`config.mk`:
```
export PLATFORM = sky130hd
export DESIGN_NAME = mult_resp_serializer
export DESIGN_NICKNAME = d
export VERILOG_FILES = /design/src/rtl/mult_resp_serializer.sv
export SDC_FILE = /design/constraint.sdc
export NUM_CORES = 1
export LEC_CHECK = 0
export CAP_MARGIN = 20
export CORE_ASPECT_RATIO = 0.7
export CORE_MARGIN = 2
export CORE_UTILIZATION = 30
export DETAILED_ROUTE_END_ITERATION = 6
export GPL_TIMING_DRIVEN = 0
export PLACE_DENSITY = 0.51
export SETUP_SLACK_MARGIN = 0.5
export SYNTH_ARGS = -nofsm -noshare
export SYNTH_HDL_FRONTEND = slang
export SYNTH_SLANG_ARGS = --single-unit
```
`constraint.sdc`:
```
create_clock -name clk -period 2.6 [get_ports clk]
set_input_delay 0.52 -clock clk [delete_from_list [all_inputs] [get_ports clk]]
set_output_delay 0.52 -clock clk [all_outputs]
set_load 0.005 [all_outputs]
```
`src/rtl/mult_resp_serializer.sv`:
```
// Buffers multiplier product words in a small FIFO and ships each one out
// bit-serially, MSB first, over a valid/ready bit stream.
module mult_resp_serializer #(
    parameter int BIT_WIDTH = 4,
    parameter int OUT_WIDTH = 2 * BIT_WIDTH,
    parameter int DEPTH     = 4,
    parameter int CNT_WIDTH = 32
) (
    input  logic                         clk,
    input  logic                         rst,
    input  logic                         in_valid,
    output logic                         in_ready,
    input  logic [OUT_WIDTH-1:0]         in_data,
    output logic                         tx_valid,
    input  logic                         tx_ready,
    output logic                         tx_bit,
    output logic                         tx_last,
    output logic [$clog2(DEPTH+1)-1:0]   fifo_level,
    output logic [CNT_WIDTH-1:0]         word_cnt
);

    localparam int PTR_W = $clog2(DEPTH);
    localparam int LVL_W = $clog2(DEPTH + 1);
    localparam int IDX_W = (OUT_WIDTH > 1) ? $clog2(OUT_WIDTH) : 1;
    localparam logic [IDX_W-1:0] IDX_TOP = IDX_W'(OUT_WIDTH - 1);
    localparam logic [LVL_W-1:0] LVL_FULL = LVL_W'(DEPTH);

    typedef enum logic [0:0] {
        IDLE  = 1'b0,
        SHIFT = 1'b1
    } state_t;

    logic [OUT_WIDTH-1:0] r_mem [DEPTH];
    logic [PTR_W-1:0]     r_wr_ptr;
    logic [PTR_W-1:0]     r_rd_ptr;
    logic [LVL_W-1:0]     r_level;
    state_t               r_state;
    logic [OUT_WIDTH-1:0] r_shreg;
    logic [IDX_W-1:0]     r_bit_idx;
    logic                 r_tx_valid;
    logic                 r_tx_last;
    logic [CNT_WIDTH-1:0] r_word_cnt;

    logic                 w_full;
    logic                 w_push;
    logic                 w_pop;
    state_t               w_state_nxt;
    logic [OUT_WIDTH-1:0] w_shreg_nxt;
    logic [IDX_W-1:0]     w_idx_nxt;
    logic                 w_valid_nxt;
    logic                 w_last_nxt;
    logic                 w_cnt_inc;

    assign w_full     = (r_level == LVL_FULL);
    assign in_ready   = !w_full;
    assign w_push     = in_valid && !w_full;
    assign tx_valid   = r_tx_valid;
    assign tx_bit     = r_shreg[OUT_WIDTH-1];
    assign tx_last    = r_tx_last;
    assign fifo_level = r_level;
    assign word_cnt   = r_word_cnt;

    // Serializer next-state: loads from the FIFO head, shifts on accept, chains words without a bubble
    always_comb begin
        w_pop       = 1'b0;
        w_state_nxt = r_state;
        w_shreg_nxt = r_shreg;
        w_idx_nxt   = r_bit_idx;
        w_valid_nxt = r_tx_valid;
        w_last_nxt  = r_tx_last;
        w_cnt_inc   = 1'b0;
        case (r_state)
            IDLE: begin
                if (r_level != '0) begin
                    w_pop       = 1'b1;
                    w_shreg_nxt = r_mem[r_rd_ptr];
                    w_idx_nxt   = IDX_TOP;
                    w_valid_nxt = 1'b1;
                    w_last_nxt  = 1'b0;
                    w_state_nxt = SHIFT;
                end else begin
                    w_valid_nxt = 1'b0;
                    w_last_nxt  = 1'b0;
                end
            end
            SHIFT: begin
                if (tx_ready) begin
                    if (r_tx_last) begin
                        w_cnt_inc = 1'b1;
                        if (r_level != '0) begin
                            w_pop       = 1'b1;
                            w_shreg_nxt = r_mem[r_rd_ptr];
                            w_idx_nxt   = IDX_TOP;
                            w_valid_nxt = 1'b1;
                            w_last_nxt  = 1'b0;
                        end else begin
                            w_shreg_nxt = {r_shreg[OUT_WIDTH-2:0], 1'b0};
                            w_idx_nxt   = '0;
                            w_valid_nxt = 1'b0;
                            w_last_nxt  = 1'b0;
                            w_state_nxt = IDLE;
                        end
                    end else begin
                        w_shreg_nxt = {r_shreg[OUT_WIDTH-2:0], 1'b0};
                        w_idx_nxt   = r_bit_idx - IDX_W'(1);
                        w_last_nxt  = (r_bit_idx == IDX_W'(1));
                    end
                end else begin
                    w_shreg_nxt = r_shreg;
                end
            end
            default: begin
                w_state_nxt = IDLE;
                w_valid_nxt = 1'b0;
                w_last_nxt  = 1'b0;
            end
        endcase
    end

    // FIFO storage, pointers and occupancy
    always_ff @(posedge clk or posedge rst) begin
        if (rst) begin
            for (int i = 0; i < DEPTH; i++) begin
                r_mem[i] <= '0;
            end
            r_wr_ptr <= '0;
            r_rd_ptr <= '0;
            r_level  <= '0;
        end else begin
            if (w_push) begin
                r_mem[r_wr_ptr] <= in_data;
                r_wr_ptr        <= r_wr_ptr + PTR_W'(1);
            end
            if (w_pop) begin
                r_rd_ptr <= r_rd_ptr + PTR_W'(1);
            end
            case ({w_push, w_pop})
                2'b10:   r_level <= r_level + LVL_W'(1);
                2'b01:   r_level <= r_level - LVL_W'(1);
                default: r_level <= r_level;
            endcase
        end
    end

    // Serializer state, shift register and transmitted-word counter
    always_ff @(posedge clk or posedge rst) begin
        if (rst) begin
            r_state    <= IDLE;
            r_shreg    <= '0;
            r_bit_idx  <= '0;
            r_tx_valid <= 1'b0;
            r_tx_last  <= 1'b0;
            r_word_cnt <= '0;
        end else begin
            r_state    <= w_state_nxt;
            r_shreg    <= w_shreg_nxt;
            r_bit_idx  <= w_idx_nxt;
            r_tx_valid <= w_valid_nxt;
            r_tx_last  <= w_last_nxt;
            if (w_cnt_inc) begin
                r_word_cnt <= r_word_cnt + CNT_WIDTH'(1);
            end
        end
    end

endmodule

```
==> flow_summary.yaml, run 1 <==
critical_path:
  critPathRequiredTime_ns: 2.08
  rrSetupSlack_ns: 0.62
  reg2reg_to: "fifo_level[2]"
  r2r-start: "tx_last"
  reg2reg_depth: 9
  crit_type: "register to output pin"
  critPathArrivalTime_ns: 1.50
  start_kind: "register"
  cp_max_fo: 6
  worstSetupEndpointType: "output pin"
place:
  place_congestion: 0.705
  portBuffers: 50
  preCtsSetupSlack_ns: -0.325
  post-dp-hpwl_um: 5430
min_path:
  holdPathEnd: "word_cnt[31]"
  hp-class: "register to register"
  whs_path_depth: 1
  hp-start: "word_cnt[31]"
floorplan:
  core_um2: 12500
  pin_count: 51
  start_util: 0.310
  rows: 34
  die_h_um: 99.3
  die_x_um: 140
  die_area_um2: 13900
drt:
  drt_iter0_markers: 65
  via_count: 2475
  ant_nets: 0
  drt-pass1-iter-count: 7
  routedWlPerCell_um: 14.7
  avgViaCountPerCell: 4.65
  remaining_drc_errors: 4
  wl_um: 7830
cells_and_area:
  final_core_util: 0.397
  final_common_cell: "dfrtp_1"
  multi_input_area_um2: 1720
  area_growth_pct: 28.1
  ff_latch_area_um2: 2130
  final_nets: 387
  diodes: 0
  n_fill_cell: 1182
  post_route_cells_drive_above_1_share: 0.216
  final_cell_mix: "dfrtp_1 (85), clkdlybuf4s50_1 (49), mux2_2 (33), xnor2_1 (27), nand2_1 (18)"
logic_synthesis:
  synth_edf_count: 0
  synth_fa_ha_area_frac: 0.0308
  synth_cells: 300
  yosys_most_used_dff: "dfrtp_1"
  ys_async_sr_fraction: 1.00
  ys_seq_area_frac: 0.546
  ys_warn_count: 0
  synth_compound_area_frac: 0.0341
  synth.distinct_cells: 38
  synth.area.mux_share: 0.165
  synth_xor_area_frac: 0.0832
  synth_top_family_by_area: "multiplexers"
  synth_nets: 321
  syn_avg_cell_area_um2: 13.0
  synth_simple_gate_area_share: 0.124
  netlist_area_um2: 3890
  ys_seq_elements: 85
status:
  status: "finished, violations left"
  violations: "design-rule violations"
timing:
  rsz0062_at_grt: "yes"
  worst_slew_pin_slew_ns: 0.856
  skew_ns: 0.00547
  hold_slack_ns: 0.487
  final-hold-violation-count: 0
  min_period_ns: 2.02
  setup_viol: 0
  slew_violations: 0
  max_freq_mhz: 494
  slew_headroom: 0.425
  fin_ws_ns: 0.576
  period_share: 0.779
clocking:
  cts_tree: "done"
  clockBufferDepth: 2
  clock-sinks: 85
  clk_latency_ns: 0.34
  cts_buffers: 9
  ctsHoldBuffers: 0
  htreeDepth: 3
  root_buffer: "clkbuf_16"
  path_clk_slew_ns: 0.06
global_routing:
  grt-ovfl-total: 0
  grt_pass1_vias: 2505
  grt_max_degree: 35
  antenna_found_initial: 0
  track_usage: 0.122
  grt_pass1_wl_um: 13300
pwr:
  powerDensity_nw_per_um2: 926
  peakVddDrop_uv: 347
  leakagePower_uw: 0.00219
  total_power_uw: 4620
flow_run:
  drv_cap: 0
worst max path at each step:
stage                        startpoint             to  slack (ns)  cells past startpoint
after floorplan                 tx_last  fifo_level[2]        0.58                      9
after global placement         tx_ready  fifo_level[2]       -0.28                      9
after detailed placement       tx_ready  fifo_level[2]       -0.32                      9
after CTS                       tx_last  fifo_level[2]        0.51                      9
after global routing            tx_last  fifo_level[2]        0.47                      9
final                     fifo_level[0]       in_ready        0.58                      3
critical path, stage by stage, from the launching register on:
cell,delay [ns]
dfrtp_1,0.45
nor2_2,0.20
nand2_1,0.07
clkdlybuf4s50_1,0.45
through the flow:
stage | cell area (um2) | setup TNS, ns | cells
detailed placement | 4640 | -0.438 | 514
global route | 4990 | 0 | 532
global placement | 4600 | -0.358 | 512
CTS | 4950 | 0 | 529
finish | 4990 | 0 | 532
floorplan | 3900 | 0 | 300
metal layers:
layer	global-route usage	share of wire	vias to the layer above
met3	0.0385	0.040	10
met5	0	0	-
li1	-	-	1197
met4	0.0396	0.014	0
met1	0.177	0.52	1229
met2	0.174	0.43	39
report_power, final:
group	switching [uW]	internal [uW]	total [uW]
clock network	499	787	1290
logic	568	795	1360
registers	241	1730	1970
total	1310	3310	4620
synth_stat cells (all sizes together) (9+ instances only):
library cell / n / area [um2]
xnor2: 27 / 236
nor2: 13 / 48.8
nand2: 22 / 92.6
mux2i: 9 / 90.1
xor2: 10 / 87.6
nand4: 10 / 68.8
dfrtp: 85 / 2130
mux2: 33 / 372
nand3: 16 / 92.6
inv: 9 / 33.8
a21oi: 12 / 60.1
cell families (layout without fill, tap and decap cells):
| group | after synthesis | after routing |
|---|---|---|
| flops | 85 | 85 |
| fa+ha+maj | 9 | 9 |
| buf+inv | 15 | 85 |
| xor+xnor | 37 | 37 |
| compound gates | 21 | 21 |
| mux | 50 | 50 |
| simple gates | 83 | 83 |
area by class of cell:
| type | instances | area share |
|---|---|---|
| tap | 162 | 0.0406 |
| clock inverter | 4 | 0.00953 |
| multi-input combinational | 200 | 0.345 |
| timing repair buffer | 55 | 0.113 |
| buffer | 6 | 0.00677 |
| clock buffer | 11 | 0.0507 |
| sequential | 85 | 0.426 |
| inverter | 9 | 0.00753 |
flip-flops by register name (all words and copies together), names as in the netlist:
name        count
r_mem          32
word_cnt       32
r_shreg         8
fifo_level      3
r_bit_idx       3
r_rd_ptr        2
r_wr_ptr        2
r_state         1
tx_last         1
tx_valid        1
repair_timing:
action	4_1_cts	5_1_grt
endpoints found under the setup margin	19	4
pin swaps	1	2
resized for setup	3	4
setup buffers	0	3
No activity file was read; power rests on OpenSTA's default activity.
==> run 2: changes to the inputs <==
--- a/config.mk
+++ b/config.mk
@@ -11,7 +11,7 @@
 export CORE_UTILIZATION = 30
 export DETAILED_ROUTE_END_ITERATION = 6
 export GPL_TIMING_DRIVEN = 0
-export PLACE_DENSITY = 0.51
+export PLACE_DENSITY = 0.5
 export SETUP_SLACK_MARGIN = 0.5
 export SYNTH_ARGS = -nofsm -noshare
 export SYNTH_HDL_FRONTEND = slang
==> constraint.sdc (replaced) <==
create_clock -name clk -period 2 [get_ports clk]
set_input_delay 0.4 -clock clk [delete_from_list [all_inputs] [get_ports clk]]
set_output_delay 0.4 -clock clk [all_outputs]
set_load 0.005 [all_outputs]
==> run 2 against run 1 <==
  * The run still ends with design-rule violations left
  * Total power increased by 45%
  * Register-to-register slack got worse by 0.34 ns
  * Die area unchanged
  * Critical path type is now register to register
==> flow_summary.yaml, run 2 (synthesis gave the netlist of run 1 again) <==
timing:
  setup_tns_ns: 0
  skew_ns: 0.00786
  setup_viol: 0
  period_share: 0.860
  min_period_ns: 1.72
  final-hold-violation-count: 0
  worst_slew_pin_slew_ns: 0.428
  rsz0062_at_grt: "yes"
  slew_headroom: 0.707
  max_freq_mhz: 582
  slew_violations: 0
  hold_slack_ns: 0.416
cells_and_area:
  final_common_cell: "dfrtp_1"
  area_growth_pct: 51.3
  final_nets: 451
  diodes: 0
  post_route_cells_drive_above_1_share: 0.434
  final_cell_mix: "dfrtp_1 (77), buf_4 (51), dlygate4sd2_1 (36), mux2_2 (32), xnor2_1 (23)"
  final_core_util: 0.469
floorplan:
  rows: 34
  die_h_um: 99.3
  core_um2: 12500
  start_util: 0.310
  die_x_um: 140
  die_area_um2: 13900
  pin_count: 51
pwr:
  leakagePower_uw: 0.00292
  peakVddDrop_uv: 515
  powerDensity_nw_per_um2: 1140
global_routing:
  use_met2: 0.199
  track_usage: 0.133
  grt_use_met3: 0.0356
  grt_max_degree: 38
  grt_most_used_layer: "met2"
  grt_util_met1: 0.187
  grt-ovfl-total: 0
  grt_pass1_vias: 2761
  antenna_found_initial: 0
  grt_pass1_wl_um: 14400
place:
  portBuffers: 50
  place_congestion: 0.715
  post-dp-hpwl_um: 5520
drt:
  routedWlPerCell_um: 15.1
  via_count: 2785
  remaining_drc_errors: 4
  drt-pass1-iter-count: 7
  ant_nets: 0
  wl_um: 9030
  avgViaCountPerCell: 4.66
  drt_iter0_markers: 142
status:
  status: "finished, violations left"
  violations: "design-rule violations"
clocking:
  htreeDepth: 3
  clock-sinks: 85
  cts_tree: "done"
  path_clk_slew_ns: 0.07
  clk_latency_ns: 0.34
  cts_buffers: 9
  clockBufferDepth: 2
  root_buffer: "clkbuf_16"
critical_path:
  reg2reg_to: "fifo_level[2]"
  critPathArrivalTime_ns: 1.98
  crit_type: "register to register"
  reg2reg_depth: 9
  rrSetupSlack_ns: 0.28
  worstSetupEndpointType: "register"
  critPathRequiredTime_ns: 2.26
  start_kind: "register"
  cp_max_fo: 5
  r2r-start: "fifo_level[1]"
min_path:
  hp-class: "input port to async pin"
flow_run:
  drv_cap: 0
## run 2: what timing repair did
item | in CTS | in global routing
hold buffers | 0 | 0
endpoints found under the setup margin | 112 | 76
gates cloned | 2 | 2
resized for setup | 79 | 51
buffers inserted | 44 | 19
pin swaps | 12 | 22
## run 2: worst max-delay path: stages, from the launching register on
cell and delay, ns:
dfrtp_2 0.47, nor2_4 0.16, a21boi_4 0.07, inv_2 0.07, ha_4 0.13, inv_2 0.03
fa_2 0.32, xor2_1 0.14, nor2_1 0.11, xor2_1 0.14
## run 2: per-stage QoR
stage	total power, uW	area (um2)	instances	setup WS [ns]
2_1_floorplan	3840	3960	300	0.230
3_3_place_gp	4370	4660	512	-0.515
3_5_place_dp	4450	4700	514	-0.518
4_1_cts	6530	5490	576	0.285
5_1_grt	7110	5890	597	0.213
6_report	6690	5890	597	0.281
## run 2: worst max path at each step
stage,start,cells after the start,endpoint,slack (ns)
2_1_floorplan,fifo_level[1],9,fifo_level[2],0.23
3_3_place_gp,rst,2,fifo_level[0],-0.52
3_5_place_dp,tx_ready,9,fifo_level[2],-0.52
4_1_cts,fifo_level[0],4,in_ready,0.29
5_1_grt,fifo_level[1],9,fifo_level[2],0.21
6_report,fifo_level[1],9,fifo_level[2],0.28
## run 2: metal layers
layer  part of all wire  vias up
met5                  0        -
met4              0.013        0
met3              0.032       10
met2               0.46       34
met1               0.50     1419
li1                   -     1322
## run 2: cell type report
type | count | area, um2
fillers | 1087 | 6660
flip-flops and latches | 85 | 2140
multi-input cells | 200 | 2030
repair buffers | 119 | 1110
clock buffers | 9 | 225
well taps | 162 | 203
clock inverters | 7 | 103
plain buffers | 6 | 51.3
inverters | 9 | 37.5
## run 2: power breakdown
group | total, uW | internal (uW) | switching (uW)
combinational | 2270 | 1310 | 961
clock | 1840 | 1110 | 728
sequential | 2580 | 2250 | 331
total | 6690 | 4670 | 2020
==> run 3: changes to the inputs <==
--- a/config.mk
+++ b/config.mk
@@ -10,7 +10,7 @@
 export CORE_MARGIN = 2
 export CORE_UTILIZATION = 30
 export DETAILED_ROUTE_END_ITERATION = 6
-export GPL_TIMING_DRIVEN = 0
+export GPL_TIMING_DRIVEN = 1
 export PLACE_DENSITY = 0.5
 export SETUP_SLACK_MARGIN = 0.5
 export SYNTH_ARGS = -nofsm -noshare
==> run 3 against run 2 <==
  * The run now ends clean
  * Combinational power about the same
  * Via count decreased by 0.68%
  * Maximum frequency decreased by 2.4%
  * Critical path depth unchanged
  * Highest routed layer unchanged
  * Clock skew decreased by 0.0033 ns
  * Global-route usage increased by 0.55 points
  * Setup slack got worse by 0.042 ns
  * Die area unchanged
==> flow_summary.yaml, run 3 (synthesis gave the netlist of run 1 again) <==
drt:
  avgViaCountPerCell: 4.66
  via_count: 2766
  drt_iter0_markers: 92
  drt-pass1-iter-count: 6
  routedWlPerCell_um: 15.5
  wl_um: 9190
  ant_nets: 0
  remaining_drc_errors: 0
timing:
  setup_viol: 0
  slew_violations: 0
  period_share: 0.881
  min_period_ns: 1.76
  setup_tns_ns: 0
  slew_headroom: 0.665
  worst_slew_pin_slew_ns: 0.501
  max_freq_mhz: 568
  skew_ns: 0.00457
  rsz0062_at_grt: "yes"
  final-hold-violation-count: 0
cells_and_area:
  post_route_cells_drive_above_1_share: 0.412
  n_fill_cell: 1137
  final_cell_mix: "dfrtp_1 (77), buf_4 (48), dlygate4sd2_1 (35), mux2_2 (33), xnor2_1 (24)"
  area_growth_pct: 49.4
  multi_input_area_um2: 2000
  ff_latch_area_um2: 2140
  final_common_cell: "dfrtp_1"
  stdcell_count: 594
  diodes: 0
  final_nets: 449
critical_path:
  worstSetupEndpointType: "register"
  crit_type: "register to register"
  critPathArrivalTime_ns: 2.02
  start_kind: "register"
  startpoint: "fifo_level[1]"
  cp_max_fo: 3
  critPathRequiredTime_ns: 2.26
  r2r-start: "fifo_level[1]"
clocking:
  clk_latency_ns: 0.34
  cts_buffers: 9
  clock-sinks: 85
  clockBufferDepth: 2
  root_buffer: "clkbuf_16"
  cts_tree: "done"
  path_clk_slew_ns: 0.06
  ctsHoldBuffers: 0
  htreeDepth: 3
place:
  placedCellCount: 525
  place_congestion: 0.713
  post-dp-hpwl_um: 5510
  portBuffers: 50
global_routing:
  track_usage: 0.138
  grt_pass1_vias: 2878
  antenna_found_initial: 0
  grt_pass1_wl_um: 14900
  grt-ovfl-total: 0
  grt_max_degree: 86
pwr:
  peakVddDrop_uv: 583
  powerDensity_nw_per_um2: 1140
  combPwrFrac: 0.345
  total_power_uw: 6640
  pwr-share-seq: 0.391
  swShare: 0.294
  p_clk_frac: 0.263
  cell_internal_pwr_uw: 4680
  switchingPower_uw: 1950
  leakagePower_uw: 0.00285
min_path:
  hp-class: "register to register"
  hp-start: "word_cnt[31]"
status:
  status: "finished clean"
floorplan:
  die_area_um2: 13900
  rows: 34
  pin_count: 51
  start_util: 0.310
  die_x_um: 140
  die_h_um: 99.3
  core_um2: 12500
flow_run:
  drv_cap: 0
## run 3: power groups by stage
stage	Clock [uW]	Combinational (uW)	Sequential (uW)
after floorplan	0	1330	2520
after global placement	0	1830	2610
after detailed placement	0	1870	2630
after CTS	1800	2130	2590
after global routing	1880	2490	2670
final	1750	2290	2600
## run 3: layer usage
metal | up-vias | track usage | wire length (um)
met5 | - | 0 | 0
met1 | 1395 | 0.191 | 4470
met3 | 13 | 0.0404 | 279
met4 | 0 | 0.0458 | 140
met2 | 38 | 0.210 | 4300
li1 | 1320 | - | -
## run 3: cell type report
cell class	instances	area share
flip-flops and latches	85	0.367
multi-input cells	201	0.344
repair buffers	122	0.195
clock buffers	11	0.0400
well taps	162	0.0348
clock inverters	4	0.0127
inverters	9	0.00645
## run 3: worst max-delay path, stage by stage (launching register included)
cell	delay, ns
dfrtp_2	0.41
buf_6	0.12
nor3_4	0.04
a21oi_4	0.15
ha_4	0.16
inv_2	0.04
fa_2	0.34
xor2_1	0.15
nor2_1	0.12
xor2_1	0.16
## run 3: repair_timing
| action | CTS | global route |
|---|---|---|
| gates cloned | 2 | 1 |
| setup buffers | 43 | 8 |
| pin swaps | 16 | 19 |
| gates resized for setup | 93 | 35 |
| endpoints found under the setup margin | 111 | 78 |
## run 3: per-stage QoR
step | cell area, um2 | hold slack [ns] | setup slack (ns) | utilization
2_1_floorplan | 3960 | 0.468 | 0.230 | -
3_3_place_gp | 4790 | 0.462 | -0.191 | 0.382
3_5_place_dp | 4790 | 0.480 | -0.210 | 0.382
4_1_cts | 5580 | 0.487 | 0.232 | 0.444
5_1_grt | 5820 | 0.514 | 0.145 | 0.464
6_report | 5820 | 0.475 | 0.238 | 0.464
## run 3: worst paths after layout
path | slack [ns] | cells after the start | end
max | 0.24 | 9 | fifo_level[2]
min | 0.47 | 1 | word_cnt[31]
max reg2reg | 0.24 | 9 | fifo_level[2]
min reg2reg | 0.47 | 1 | word_cnt[31]
max in group asynchronous | 1.08 | 3 | word_cnt[2]
min in group asynchronous | 0.55 | 3 | r_mem[9]
